### src/rtl/branch_pred_table.sv
// One-bit taken/not-taken predictor table indexed by fetch PC. An in-order FIFO of
// in-flight predictions is resolved by execute, which trains the table and flags mispredicts.
module branch_pred_table #(
   parameter int unsigned PC_WIDTH   = 32,
   parameter int unsigned INDEX_BITS = 6,
   parameter int unsigned FIFO_DEPTH = 4
) (
   input  logic                          clk,
   input  logic                          reset,
   input  logic                          lookup_valid,
   input  logic [PC_WIDTH-1:0]           lookup_pc,
   output logic                          lookup_ready,
   output logic                          pred_taken,
   input  logic                          resolve_valid,
   input  logic                          resolve_taken,
   input  logic                          flush,
   output logic                          mispredict,
   output logic                          resolve_err,
   output logic [$clog2(FIFO_DEPTH):0]   inflight_count
);

   localparam int unsigned Entries = 2 ** INDEX_BITS;
   localparam int unsigned PtrW    = $clog2(FIFO_DEPTH);
   localparam int unsigned CntW    = PtrW + 1;

   logic [Entries-1:0]    r_table;
   logic [INDEX_BITS-1:0] r_fifo_idx  [FIFO_DEPTH];
   logic                  r_fifo_pred [FIFO_DEPTH];
   logic [PtrW-1:0]       r_head;
   logic [PtrW-1:0]       r_tail;
   logic [CntW-1:0]       r_count;
   logic [CntW-1:0]       w_count_d;
   logic                  r_mispredict;
   logic                  r_resolve_err;

   logic [INDEX_BITS-1:0] w_idx;
   logic                  w_empty;
   logic                  w_push;
   logic                  w_pop;
   logic [INDEX_BITS-1:0] w_head_idx;
   logic                  w_head_pred;
   logic                  w_unused_pc_bits;

   assign w_idx            = lookup_pc[INDEX_BITS+1:2];
   assign w_unused_pc_bits = ^{lookup_pc[PC_WIDTH-1:INDEX_BITS+2], lookup_pc[1:0]};

   assign w_empty      = (r_count == '0);
   assign lookup_ready = (r_count < CntW'(FIFO_DEPTH));
   assign pred_taken   = r_table[w_idx];

   // A flushing lookup is never recorded; a flushing resolve still pops and trains.
   assign w_push      = lookup_valid & lookup_ready & ~flush;
   assign w_pop       = resolve_valid & ~w_empty;
   assign w_head_idx  = r_fifo_idx[r_head];
   assign w_head_pred = r_fifo_pred[r_head];

   always_comb begin
      w_count_d = r_count;
      if (flush) begin
         w_count_d = '0;
      end else if (w_push && !w_pop) begin
         w_count_d = r_count + CntW'(1);
      end else if (!w_push && w_pop) begin
         w_count_d = r_count - CntW'(1);
      end
   end

   always_ff @(posedge clk or posedge reset) begin
      if (reset) begin
         r_table       <= '0;
         r_head        <= '0;
         r_tail        <= '0;
         r_count       <= '0;
         r_mispredict  <= 1'b0;
         r_resolve_err <= 1'b0;
      end else begin
         r_count       <= w_count_d;
         r_mispredict  <= w_pop & (w_head_pred != resolve_taken);
         r_resolve_err <= resolve_valid & w_empty;
         if (w_pop) begin
            r_table[w_head_idx] <= resolve_taken;
         end
         if (flush) begin
            r_head <= '0;
            r_tail <= '0;
         end else begin
            if (w_pop)  r_head <= r_head + PtrW'(1);
            if (w_push) r_tail <= r_tail + PtrW'(1);
         end
      end
   end

   // Payload storage needs no reset: occupancy alone decides which slots are live.
   always_ff @(posedge clk) begin
      if (w_push) begin
         r_fifo_idx[r_tail]  <= w_idx;
         r_fifo_pred[r_tail] <= pred_taken;
      end
   end

   assign mispredict     = r_mispredict;
   assign resolve_err    = r_resolve_err;
   assign inflight_count = r_count;

endmodule

### config.mk
export PLATFORM = sky130hd
export DESIGN_NAME = branch_pred_table
export DESIGN_NICKNAME = d
export VERILOG_FILES = /design/src/rtl/branch_pred_table.sv
export SDC_FILE = /design/constraint.sdc
export NUM_CORES = 1
export LEC_CHECK = 0
export CORE_UTILIZATION = 58
export DETAILED_ROUTE_END_ITERATION = 8
export PLACE_DENSITY_LB_ADDON = 0.08
export SYNTH_ARGS = -nofsm -noshare
export SYNTH_HDL_FRONTEND = slang
export SYNTH_SLANG_ARGS = --single-unit
### constraint.sdc
create_clock -name clk -period 2.6 [get_ports clk]
set_clock_uncertainty 0.15 [all_clocks]
set_input_delay 0.39 -clock clk [delete_from_list [all_inputs] [get_ports clk]]
set_output_delay 0.39 -clock clk [all_outputs]
set_load 0.01 [all_outputs]
==> impl_results.md, run 1 <==
* Status: finished, final reports clean
* ANT cells at 0
* Cell Rows at 33
* Synthesized netlist net count at 415
* H-tree depth at 3
* CP Class: reg -> out
* Crit. End Element: output port
* Final Max Tran Viols at 0
* DIE WIDTH at around 96 um
* DR vias/cell at 5.97
* Layout area overhead at 14.9%
* Clock buffer depth at 2
* Wire length per cell at between 20 and 25 um
* Fill count at 572
* WHS at 0.178 ns
* Layout Nets at approximately 460
* Cell variety after synth at 52
* Placer Congestion at a little under 0.8
* Drt first pass iters at 4
* Flop pwr share at 0.452
* Internal at 3.06 mW
* Post-DP HPWL at between 7000 and 8000 um
* Number of antenna violations at the first check in global routing at 0
* Number of global-route vias before repair at roughly 3300
* Max incr delay on CP at around 0.45 ns
* Comb pwr share at 0.327
* Yosys top cell area share at 0.359
* Crit path required time at about 2.1 ns
* Worst hold path type: in -> async
* Main combinational cell family by area after synthesis: multiplexers
* Total Wirelength at around 11000 um
* Clock slew at reported path FFs at around 0.10 ns
* Die Area at 9160 sq um
* Final Setup Violations at 0
* Largest net degree at the start of global routing at 34
* Initial core utilization at 0.611
* Startpoint types: flop
* Overall power at roughly 4.6 mW
* Via count at between 3000 and 4000
* Total core area at between 8000 and 9000 sq um
* Final hold viol count at 0
* Mapped Area at a little over 5000 sq um
* Final worst path period share at 0.992
* Clock sink total at 101
* First-pass GRT wire length at around 17000 um
* VDD IR max at between 0.6 and 0.7 mV
* Clk Tree Root Cell: clkbuf_8
* Simple-Gate Fraction of Synth Area at 0.137
* DRC errors left at 0
* Slew margin rel. at 0.600
* GRT Residual Overflow at 0
* Compound-Gate Fraction of Synth Area at 0.0226
* Synth area leader: dfrtp_1
* Crit Path Max Fanout at 2
* Seq/Total Area, Yosys at 0.524
* Mux share of post-synthesis cell area at 0.260
* RSZ-0062 raised after global routing: true
* I/O pins at 45
* Clk network pwr share at 0.221
* CP max stage cell: mux4_2
* Pwr Density at ~780 nW/um^2
* Arrival time worst endpoint at 2.04 ns
* Synth Area in XOR/XNOR at 0.0103
* Most frequent cells in the layout: 73 x dfrtp_1, 55 x nand2_1, 28 x buf_4, 28 x edfxtp_1, 27 x mux2_1
* Routed Antenna Nets at 0
* Max-cap viol count at 0
* Sw Share at 0.329
* Clk Latency, worst-skew pair at 0.36 ns
* Fmax at about 390 MHz
* Global-route usage over all layers at 0.263
* Total CTS buffers at 9
* Worst Tran Pin Value at around 0.6 ns
* Top cells by area, synth: dfrtp_1 36%, edfxtp_1 17%, mux4_2 8.8%
* Syn. warnings at 0
* Synthesized area per cell at around 14 sq um
* Yosys reg bits at 101
* CTS tree: built
* Crit path time final at 2.58 ns
* Commonest non-fill, non-tap cell in the layout: dfrtp_1
* P_sw at roughly 1.5 mW
* Port bufs at 18
* DIE HEIGHT at between 90 and 100 um
* P_leak at 2.59 nW
* DR iter-0 viols at between 150 and 200
* Syn Inst Count at between 300 and 400
* CP Cell Sequence: mux4_2, nand2b_4, o2111ai_1, nand4_1, o2111a_1, buf_2
* Synth Area in Adders at 0.0138
* Layout cell share with drive strength beyond 1 at 0.317
power groups by stage:
stage	logic (mW)	clock network, mW	registers (mW)
2_1_floorplan	1.07	0	2.03
3_3_place_gp	1.44	0	2.08
3_5_place_dp	1.47	0	2.09
4_1_cts	1.50	1.02	2.05
5_1_grt	1.63	1.08	2.09
6_report	1.49	1.01	2.06
worst max-delay path, delay by kind of cell, from the launching register on:
kind            cells  cell delay, ns
buf+inv             1            0.15
mux                 1            0.45
flops               1            0.42
compound gates      2            0.38
simple gates        2            0.28
logic make-up (layout without fill, tap and decap cells):
logic type,count (synthesis),count (layout)
buf+inv,32,79
simple gates,120,120
xor+xnor,6,6
compound gates,16,16
flops,101,101
mux,92,92
fa+ha+maj,5,5
area by class of cell:
| cell class | instances | area, sq um | share of cell area |
|---|---|---|---|
| multi-input combinational | 239 | 2290 | 0.392 |
| tap | 105 | 131 | 0.0224 |
| clock buffer | 10 | 128 | 0.0218 |
| timing repair buffer | 53 | 527 | 0.0900 |
| inverter | 10 | 37.5 | 0.00641 |
| sequential | 101 | 2670 | 0.456 |
| clock inverter | 6 | 70.1 | 0.0120 |
per-layer routing:
metal | vias to the layer above | GRT usage | wire length (um)
met5 | - | 0 | 0
met4 | 0 | 0.0560 | 57
met3 | 7 | 0.0561 | 523
met2 | 78 | 0.415 | 5120
met1 | 1619 | 0.379 | 4850
li1 | 1426 | - | -
sequential cells by signal, summed over array words and instances, names as in the netlist:
| register | flops |
|---|---|
| mispredict | 1 |
| r_fifo_idx | 24 |
| r_tail | 2 |
| inflight_count | 3 |
| resolve_err | 1 |
| r_head | 2 |
| r_table | 64 |
| r_fifo_pred | 4 |
through the flow:
stage          cell area (sq um)  setup slack, ns  TNS [ns]  instances   util
6_report                    5850           0.0208         0        524  0.702
5_1_grt                     5850          -0.0346   -0.0346        524  0.702
4_1_cts                     5850         -0.00107  -0.00107        524  0.701
3_5_place_dp                5560           -0.731     -1.76        503  0.667
3_3_place_gp                5560           -0.701     -1.60        503  0.667
2_1_floorplan               5090            0.107         0        372      -
final timing paths:
kind | endpoint | cells after the start | startpoint | slack, ns
max reg2reg | r_table[23] | 6 | r_head[0] | 0.16
min reg2reg | r_table[20] | 1 | r_table[20] | 0.35
max | pred_taken | 6 | r_table[26] | 0.02
min in group clk | r_table[20] | 1 | r_table[20] | 0.35
max in group asynchronous | r_table[5] | 3 | reset | 1.41
min | r_table[59] | 2 | reset | 0.18
cells in the mapped netlist, drive strengths merged:
master	instances
a211oi	1
a21oi	3
a311oi	1
and2	8
and2b	1
buf	9
clkbuf	12
dfrtp	73
dlygate4sd3	1
edfxtp	28
fa	1
ha	4
inv	10
mux2	63
mux2i	8
mux4	21
nand2	56
nand2b	5
nand3	11
nand3b	1
nand4	2
nand4b	1
nor2	19
nor2b	3
nor3	8
nor3b	2
nor4b	1
o2111a	1
o2111ai	3
o211ai	1
o21ai	3
o31a	1
o31ai	2
or2	1
or4	1
xnor2	5
xor2	1
timing repair:
| item | 4_1_cts | 5_1_grt |
|---|---|---|
| gates cloned | 1 | 0 |
| pin swaps | 3 | 1 |
| buffers inserted | 4 | 0 |
| endpoints found under the setup margin | 1 | 1 |
| hold buffers | 0 | 0 |
| resized for setup | 17 | 1 |
Power figures use the tool's default switching activity.
==> inputs of run 2 (changes only) <==
--- a/config.mk
+++ b/config.mk
@@ -5,7 +5,10 @@
 export SDC_FILE = /design/constraint.sdc
 export NUM_CORES = 1
 export LEC_CHECK = 0
-export CORE_UTILIZATION = 58
+export ABC_AREA = 1
+export CELL_PAD_IN_SITES_DETAIL_PLACEMENT = 0
+export CELL_PAD_IN_SITES_GLOBAL_PLACEMENT = 1
+export CORE_UTILIZATION = 44
 export DETAILED_ROUTE_END_ITERATION = 8
 export PLACE_DENSITY_LB_ADDON = 0.08
 export SYNTH_ARGS = -nofsm -noshare
==> run 2 against run 1 <==
  * The run now ends with design-rule violations left
  * Highest routed layer unchanged
  * Critical path type is now in -> out
  * Sequential cell count did not move
  * Sequential power rose by 8%
  * Cell count rose by 52%
  * Combinational power rose by 17%
  * Critical endpoint unchanged
  * Count of clock-buffer cells in the layout did not move
  * Die area rose by 35%
==> impl_results.md, run 2 <==
* Yosys top cell area share at 0.348
* VDD IR max at about 0.4 mV
* Largest net degree at the start of global routing at 74
* Cell variety after synth at 32
* Max reg flops at between 60 and 70
* Initial core utilization at 0.456
* Placer Congestion at 0.756
* RSZ-0062 raised after global routing: false
* First-pass GRT wire length at between 20000 and 25000 um
* Post-CTS setup buffer count at 0
* Mux share of post-synthesis cell area at 0
* P_leak at 2.75 nW
* Max incr delay on CP at between 0.5 and 0.6 ns
* Clk Tree Root Cell: clkbuf_16
* Via count at roughly 4100
* Worst hold path type: in -> async
* Routed Antenna Nets at 0
* Layout area overhead at 15.2%
* Worst Setup SP: lookup_pc[3]
* Simple-Gate Fraction of Synth Area at 0.340
* Global-route usage over all layers at 0.229
* Synth top cells by count: 246 x nand2_1, 73 x dfrtp_1, 67 x nand3_1, 59 x o21ai_1, 46 x inv_1
* Clock sink total at 101
* Final hold viol count at 0
* Total CTS buffers at 9
* Placed cells at roughly 800
* I/O pins at 45
* DRC errors left at 4
* Die Area at around 12000 sq um
* Design area at slightly above 6000 sq um
* Max-cap viol count at 0
* Top Registers: r_table x64, r_fifo_idx x24, r_fifo_pred x4
* CTS tree: built
* Total Wirelength at around 13000 um
* Total core area at between 10000 and 15000 sq um
* Synth Area in Adders at 0.0133
* H-tree depth at 3
* Most frequent CP cell: nand3_1
* Drt first pass iters at 7
* Synth Area in XOR/XNOR at 0.00167
* Slew margin rel. at 0.659
* Final core utilization at 0.525
* Compound-Gate Fraction of Synth Area at 0.0737
* Number of enable flip-flop cells after synthesis at 28
* Number of antenna violations at the first check in global routing at 0
* Pwr Density at between 800 and 900 nW/um^2
* Top cells by area, synth: dfrtp_1 35%, nand2_1 18%, edfxtp_1 16%
* Crit path time final at roughly 2.5 ns
* Layout cell share with drive strength beyond 1 at 0.129
* Crit Path Max Fanout at 16
* Commonest non-fill, non-tap cell in the layout: nand2_1
* DP Area at approximately 5700 sq um
* DR iter-0 viols at between 200 and 300
* Fmax at 402 MHz
* DIE HEIGHT at 111 um
* Count leader, synth: nand2_1
* Fill count at approximately 1100
* Reg with most FFs: r_table
* Arrival time worst endpoint at between 1.5 and 2 ns
* Clock buffer depth at 2
* Most frequent cells in the layout: 246 x nand2_1, 73 x dfrtp_1, 67 x nand3_1
* Crit. End Element: output port
* Seq/Total Area, Yosys at 0.508
* Worst Tran Pin Value at 0.511 ns
* Crit path required time at approximately 2.1 ns
* Cts hold-fix bufs at 0
* Fin cells at 796
* Syn. warnings at 0
* Cell Rows at 39
* GRT Residual Overflow at 0
* Syn Inst Count at 619
* Synthesized area per cell at approximately 8.5 sq um
* Number of global-route vias before repair at 3976
* Mapped Area at ~5200 sq um
* Post-DP HPWL at just over 8000 um
* Clk Latency, worst-skew pair at around 0.35 ns
* ANT cells at 0
* Main flop type after synthesis: dfrtp_1
* Port bufs at 18
* Yosys reg bits at approximately 100
* Status: finished, violations left
* CP Cell Sequence: clkdlybuf4s50_1, inv_1, buf_12, nand3_1, nand3_1, nand2_1, nand2_1, nand3_1, nand3_1, nand2_1, clkbuf_2
* Clock slew at reported path FFs at ~0.07 ns
* CP Class: in -> out
* Final Max Tran Viols at 0
* Final Setup Violations at 0
* Layout Nets at approximately 690
* DIE WIDTH at approximately 110 um
* FF-to-FF Start: r_head[0]
* Failing checks: design-rule violations
* Main combinational cell family by area after synthesis: simple AND/OR/NAND/NOR gates
* Synth area leader: dfrtp_1
* DR vias/cell at 5.18
* Synthesized netlist net count at 662
* Wire length per cell at around 16 um
* Post-synth ARST share at 0.723
* Startpoint types: input pin
* Final worst path period share at 0.956
* CP max stage cell: clkdlybuf4s50_1
## run 2: cell types whose count changed after synthesis, sizes merged, moves of 7 or more
cell | before | now
and2 | 8 | 0
inv | 10 | 53
mux2 | 63 | 0
mux2i | 8 | 0
mux4 | 21 | 0
nand2 | 56 | 262
nand3 | 11 | 72
nor2 | 19 | 26
nor3 | 8 | 0
o21ai | 3 | 69
## run 2: per-stage QoR
step                hold slack (ns)  setup slack (ns)  total power, mW  TNS, ns
finish                        0.297             0.115             5.37        0
global route                  0.353            0.0284             5.72        0
CTS                           0.309            0.0207             5.42        0
detailed placement            0.329            -0.385             3.98   -0.385
global placement              0.322            -0.388             3.94   -0.388
floorplan                     0.309             0.207             3.51        0
## run 2: layout make-up
type / instances / area (sq um) / area share
Sequential cell: 101 / 2670 / 0.441
Multi-Input combinational cell: 443 / 2250 / 0.372
Timing Repair Buffer: 40 / 430 / 0.0712
Clock buffer: 10 / 229 / 0.0379
Inverter: 53 / 211 / 0.0350
Tap cell: 143 / 179 / 0.0296
Clock inverter: 6 / 78.8 / 0.0130
## run 2: power by group
group / total, mW / switching, mW / internal (mW)
Sequential: 2.22 / 0.220 / 2.00
Clock: 1.42 / 0.581 / 0.836
Combinational: 1.74 / 1.13 / 0.611
Total: 5.37 / 1.93 / 3.44
## run 2: cells by family (layout without fill, tap and decap cells)
kind of cell / Yosys count / in the layout
and+or+nand+nor: 362 / 362
xor gates and xnor gates: 1 / 1
buffers and inverters: 75 / 109
DFF: 101 / 101
adders and majority gates: 5 / 5
AOI/OAI and AO/OA: 75 / 75
## run 2: final timing paths
| kind | to | slack (ns) | cells after the start |
|---|---|---|---|
| worst max-delay path | pred_taken | 0.11 | 11 |
| worst min-delay path | r_table[22] | 0.30 | 3 |
| worst max register to register | r_table[11] | 0.34 | 9 |
| worst min register to register | r_table[15] | 0.34 | 2 |
| max in group asynchronous | r_table[44] | 1.68 | 3 |
| min in group clk | r_table[15] | 0.34 | 2 |
## run 2: layer usage
layer,global-route usage,up-vias,part of all wire
met5,0,-,0
met4,0.0856,0,0.018
met3,0.0339,17,0.034
met2,0.364,71,0.47
met1,0.317,1993,0.48
li1,-,2046,-
## run 2: critical path, delay by kind of cell
family | cells | cell delay [ns]
buf+inv | 4 | 0.95
simple gates | 7 | 0.60
## run 2: timing repair
item	4_1_cts	5_1_grt
setup endpoints to repair	1	1
pin swaps	0	0
gates cloned	1	0
resized for setup	5	1
==> inputs of run 3 (changes only) <==
--- a/config.mk
+++ b/config.mk
@@ -5,10 +5,10 @@
 export SDC_FILE = /design/constraint.sdc
 export NUM_CORES = 1
 export LEC_CHECK = 0
-export ABC_AREA = 1
+export ABC_AREA = 0
 export CELL_PAD_IN_SITES_DETAIL_PLACEMENT = 0
 export CELL_PAD_IN_SITES_GLOBAL_PLACEMENT = 1
-export CORE_UTILIZATION = 44
+export CORE_UTILIZATION = 48
 export DETAILED_ROUTE_END_ITERATION = 8
 export PLACE_DENSITY_LB_ADDON = 0.08
 export SYNTH_ARGS = -nofsm -noshare
==> run 3 against run 2 <==
  * The run ends with negative setup slack left
  * Die area decreased by 11%
  * Critical endpoint unchanged
  * Global-route usage increased by 0.57 points
  * Total power decreased by 13%
  * Register-to-register slack got worse by 0.24 ns
  * Routed wire length fell by 11%
==> impl_results.md, run 3 (same netlist as run 1, synthesis figures left out) <==
* Status: finished, violations left
* Failing checks: negative setup slack
* P_leak at between 2 and 3 nW
* Max-cap viol count at 0
* DR vias/cell at between 5 and 6
* CTS tree: built
* Sw Share at 0.340
* Layout area overhead at 16.3%
* Cells on worst reg2reg path at 6
* Max reg flops at between 60 and 70
* First-pass GRT wire length at between 15000 and 20000 um
* DP Area at approximately 5600 sq um
* Global-route usage over all layers at 0.235
* Final hold viol count at 0
* VDD IR max at 0.603 mV
* Top Registers: r_table x64, r_fifo_idx x24, r_fifo_pred x4
* Setup TNS Final at -0.00768 ns
* Total CTS buffers at 9
* H-tree depth at 3
* Final Max Tran Viols at 0
* Final core utilization at 0.574
* Number of global-route vias before repair at between 3000 and 4000
* Clk Latency, worst-skew pair at between 0.3 and 0.4 ns
* DIE WIDTH at roughly 110 um
* Routed Antenna Nets at 0
* Placer Congestion at between 0.7 and 0.8
* Total core area at 10300 sq um
* Fill count at between 800 and 900
* Worst setup margin at -0.00768 ns
* Worst hold path type: in -> async
* Die Area at about 11000 sq um
* DIE HEIGHT at 105 um
* Post-DP HPWL at slightly below 8000 um
* Overall power at 4.67 mW
* Internal at approximately 3.1 mW
* Crit path required time at between 2 and 2.5 ns
* Pre-CTS setup slack at -0.742 ns
* Final Setup Violations at 1
* Worst Tran Pin Value at roughly 0.63 ns
* CP Class: in -> out
* Pwr Density at 788 nW/um^2
* Cell Rows at 37
* Commonest non-fill, non-tap cell in the layout: dfrtp_1
* Largest net degree at the start of global routing at 74
* Comb pwr share at 0.328
* GRT Residual Overflow at 0
* FF+latch area at 2670 sq um
* Clk Tree Root Cell: clkbuf_8
* Clk network pwr share at 0.227
* Number of antenna violations at the first check in global routing at 0
* Initial core utilization at 0.493
* Startpoint types: input pin
* Final worst path period share at 1.00
* Crit path time final at 2.61 ns
* Flop pwr share at 0.445
* I/O pins at 45
* DR iter-0 viols at 115
* ANT cells at 0
* Slew margin rel. at 0.581
* DRC errors left at 0
* Reg with most FFs: r_table
* Drt first pass iters at 4
* Layout Nets at approximately 460
* FF-to-FF Start: r_head[0]
* Reg2reg setup slack at ~0.1 ns
* Most frequent cells in the layout: 73 x dfrtp_1, 55 x nand2_1, 28 x buf_4, 28 x edfxtp_1, 27 x mux2_1
* Clock slew at reported path FFs at 0.11 ns
* P_sw at 1.59 mW
* Crit. End Element: output port
* Clock buffer depth at 2
* Via count at just over 3000
* Total Wirelength at roughly 12000 um
* Area of the multi-input gates at ~2300 sq um
* Wire length per cell at 20.8 um
* RSZ-0062 raised after global routing: true
* WHS at approximately 0.24 ns
* FF-to-FF End: r_table[49]
* Design area at roughly 5900 sq um
* Placed cells at ~530
* Fmax at ~380 MHz
* Port bufs at 18
* Crit Path Max Fanout at 8
* Arrival time worst endpoint at slightly above 2 ns
* Fin cells at about 560
* Layout cell share with drive strength beyond 1 at 0.329
* Clock sink total at 101
-- run 3: cell count changes in the layout (fill, tap and decap cells not counted), sizes merged, moves of 7 or more --
cell,previous run,this run
nor3,0,8
nand3,72,11
o21ai,69,3
mux2,0,63
nand2,262,56
mux2i,0,8
nor2,26,19
and2,0,8
inv,52,14
mux4,0,21
buf,21,38
-- run 3: worst max-delay path, stage by stage --
cell       delay (ns)
buf_2            0.14
bufbuf_16        0.28
buf_4            0.18
mux4_2           0.52
mux2i_1          0.14
nand4b_1         0.12
o2111a_2         0.19
buf_6            0.12
-- run 3: layout make-up --
| class | count | area share |
|---|---|---|
| inverter | 10 | 0.00634 |
| tap | 136 | 0.0287 |
| multi-input combinational | 239 | 0.389 |
| clock buffer | 9 | 0.0209 |
| timing repair buffer | 54 | 0.0914 |
| clock inverter | 7 | 0.0133 |
| sequential | 101 | 0.450 |
-- run 3: per-layer routing --
metal / share of wire / track usage
met1: 0.49 / 0.348
met2: 0.45 / 0.343
met3: 0.041 / 0.0518
met4: 0.018 / 0.0744
met5: 0 / 0
-- run 3: repair_timing --
item	4_1_cts	5_1_grt
resized for setup	15	8
cloned	1	0
setup buffers	2	4
setup endpoints to repair	1	19
hold buffers	0	0
endpoints found under the hold margin	0	0
pin swaps	3	4
-- run 3: power groups by stage --
stage / registers [mW] / logic [mW] / clock network (mW)
finish: 2.08 / 1.53 / 1.06
global route: 2.11 / 1.66 / 1.14
CTS: 2.07 / 1.51 / 1.08
detailed placement: 2.11 / 1.48 / 0
global placement: 2.11 / 1.46 / 0
floorplan: 2.03 / 1.07 / 0
-- run 3: worst max-delay path by stage --
stage / startpoint / end / cells past startpoint
detailed placement: lookup_pc[2] / pred_taken / 8
global route: lookup_pc[3] / pred_taken / 9
floorplan: lookup_pc[2] / pred_taken / 6
CTS: r_table[17] / pred_taken / 5
global placement: lookup_pc[2] / pred_taken / 8
finish: lookup_pc[2] / pred_taken / 8
==> edit: new RTL, config.mk and constraints of run 2 <==
Reset style: synchronous (`reset`), changed in one clocked block.
--- a/src/rtl/branch_pred_table.sv
+++ b/src/rtl/branch_pred_table.sv
@@ -67,3 +67,3 @@
 
-   always_ff @(posedge clk or posedge reset) begin
+   always_ff @(posedge clk) begin
       if (reset) begin
Formal check against the unedited RTL: differs if reset is asserted again (counterexample within 4 cycles, from zero or initial values and one cycle with reset high); with reset held inactive, the same outputs for 4 cycles.
==> edit against run 2 <==
The flow still finishes with violations (design-rule violations); area after synthesis down 0.36%; sequential cell count up 2; first-iteration DRC count up 24%; global-route usage up 0.61 points; cell area down 1.8%; wire length up 4.2%; worst setup slack better by 86 ps; critical endpoint unchanged.
Power is not compared: it rests on default switching activity, and its combinational part moved more than twofold at a synthesized area within 25%.
==> edit: results (changes against run 2) <==
status=finished with violations; failing checks=design-rule violations; Hold WC Path Type=reg2reg; drt wl/cell=15.3 µm (-6.2%); layout cells sized above 1=0.126 (-0.00313); metal3 WL=627 µm (+43%); Pleak=2.42 nW; met1 wire length=6.58 mm (+6.0%); crit path DAT=1860 ps (-90 ps); worst slew pin tran=499 ps (-12.7 ps); I/O Buffers=18 (unchanged); Antenna diodes=0 (unchanged); placed cell areas=5630 µm² (-1.3%); r2r setup slk=420 ps (+80 ps); Synth area leaders=dfxtp_1 29%, edfxtp_1 16%, nand2_1 14%; fin nets=780 (+13%); final wirelength=13.6 mm (+4.2%); post-synthesis cell count=713 (+15%); Pint=2.46 mW; DR DRC count=2 (-2); 1st-iter DRT viols=351 (+24%); global-route wire length before repair=22.2 mm (+2.8%); vias=4514 (+9.4%); largest net degree at the start of global routing=62 (-16%); Comb power frac=0.118; filler instances=1124 (+3.1%); share of synthesized flip-flops with an asynchronous set or reset=0 (-0.723); CP startpoint=lookup_pc[2]; Yosys cell types=30 (-6.3%); Commonest cells post-synth=198 x nand2_1, 155 x nor2_1, 75 x dfxtp_1; Worst R2R End=r_table[16]$_SDFFE_PP0P_; met1 Resource Use GR=0.320 (+0.00327); GRT Resource Usage Total=0.235 (+0.00608); RD Place Congestion=0.791 (+4.6%); net count after synthesis=757 (+14%); GR met2 Demand/Resource=0.386 (+0.0216); vias in the first global route=4252 (+6.9%); setup slack at placement=-406 ps (-20.8 ps); Cells after DPL=867 (+11%); Reg clk slew, reported paths=70 ps (about the same); met2 wire len=6.26 mm (+2.1%); Seq/Total Area, Yosys=0.448 (-0.0604); R2R cell count=10 (+1); setup ws final=201 ps (+86.1 ps); post-DP HPWL=8.81 mm (+6.7%); met3 usage=0.0519 (+0.0180)
[edit: area by class of cell]
cell class / count / area [µm²] / share of cell area
clock inverters: 6 / 43.8 / 0.00738
flip-flops and latches: 103 / 2340 / 0.395
clock buffers: 10 / 229 / 0.0386
repair buffers: 45 / 453 / 0.0763
inverters: 36 / 141 / 0.0238
well taps: 143 / 179 / 0.0301
multi-input cells: 541 / 2550 / 0.429
[edit: worst min-delay path by stage]
stage                                        from                 endpoint  slack [ps]  depth (start not counted)
after CTS                 r_table[9]$_SDFFE_PP0P_  r_table[9]$_SDFFE_PP0P_         320                          2
after detailed placement  r_table[9]$_SDFFE_PP0P_  r_table[9]$_SDFFE_PP0P_         310                          2
final                     r_table[8]$_SDFFE_PP0P_  r_table[8]$_SDFFE_PP0P_         320                          2
after global routing      r_table[9]$_SDFFE_PP0P_  r_table[9]$_SDFFE_PP0P_         330                          2
after global placement     r_head[1]$_SDFFE_PP0P_   r_head[1]$_SDFFE_PP0P_         300                          2
after floorplan           r_table[8]$_SDFFE_PP0P_  r_table[8]$_SDFFE_PP0P_         280                          2
[edit: critical path, stage by stage]
cell and delay, ps:
dlygate4sd2_1 280, inv_2 110, bufbuf_16 300, nand2_1 60
nand3_1 60, nand3_1 80, nand2_1 90, nand2_1 50
nand3_1 70, nand3_1 80, nand2_2 130, clkbuf_2 150
[edit: cells by family (layout without fill, tap and decap cells)]
family	Yosys count	after routing	synth area share
AND/OR/NAND/NOR	485	485	0.420
buffers and inverters	69	97	0.0653
AO/OA/AOI/OAI	49	49	0.0490
flip-flops	103	103	0.448
XOR/XNOR	1	1	0.00167
adder cells (fa/ha/maj)	6	6	0.0158
[edit: what timing repair did]
action	in CTS	in global routing
pin swaps	0	1
gates resized for setup	7	2
buffers inserted	0	0
endpoints found under the setup margin	1	1
cloned	1	0
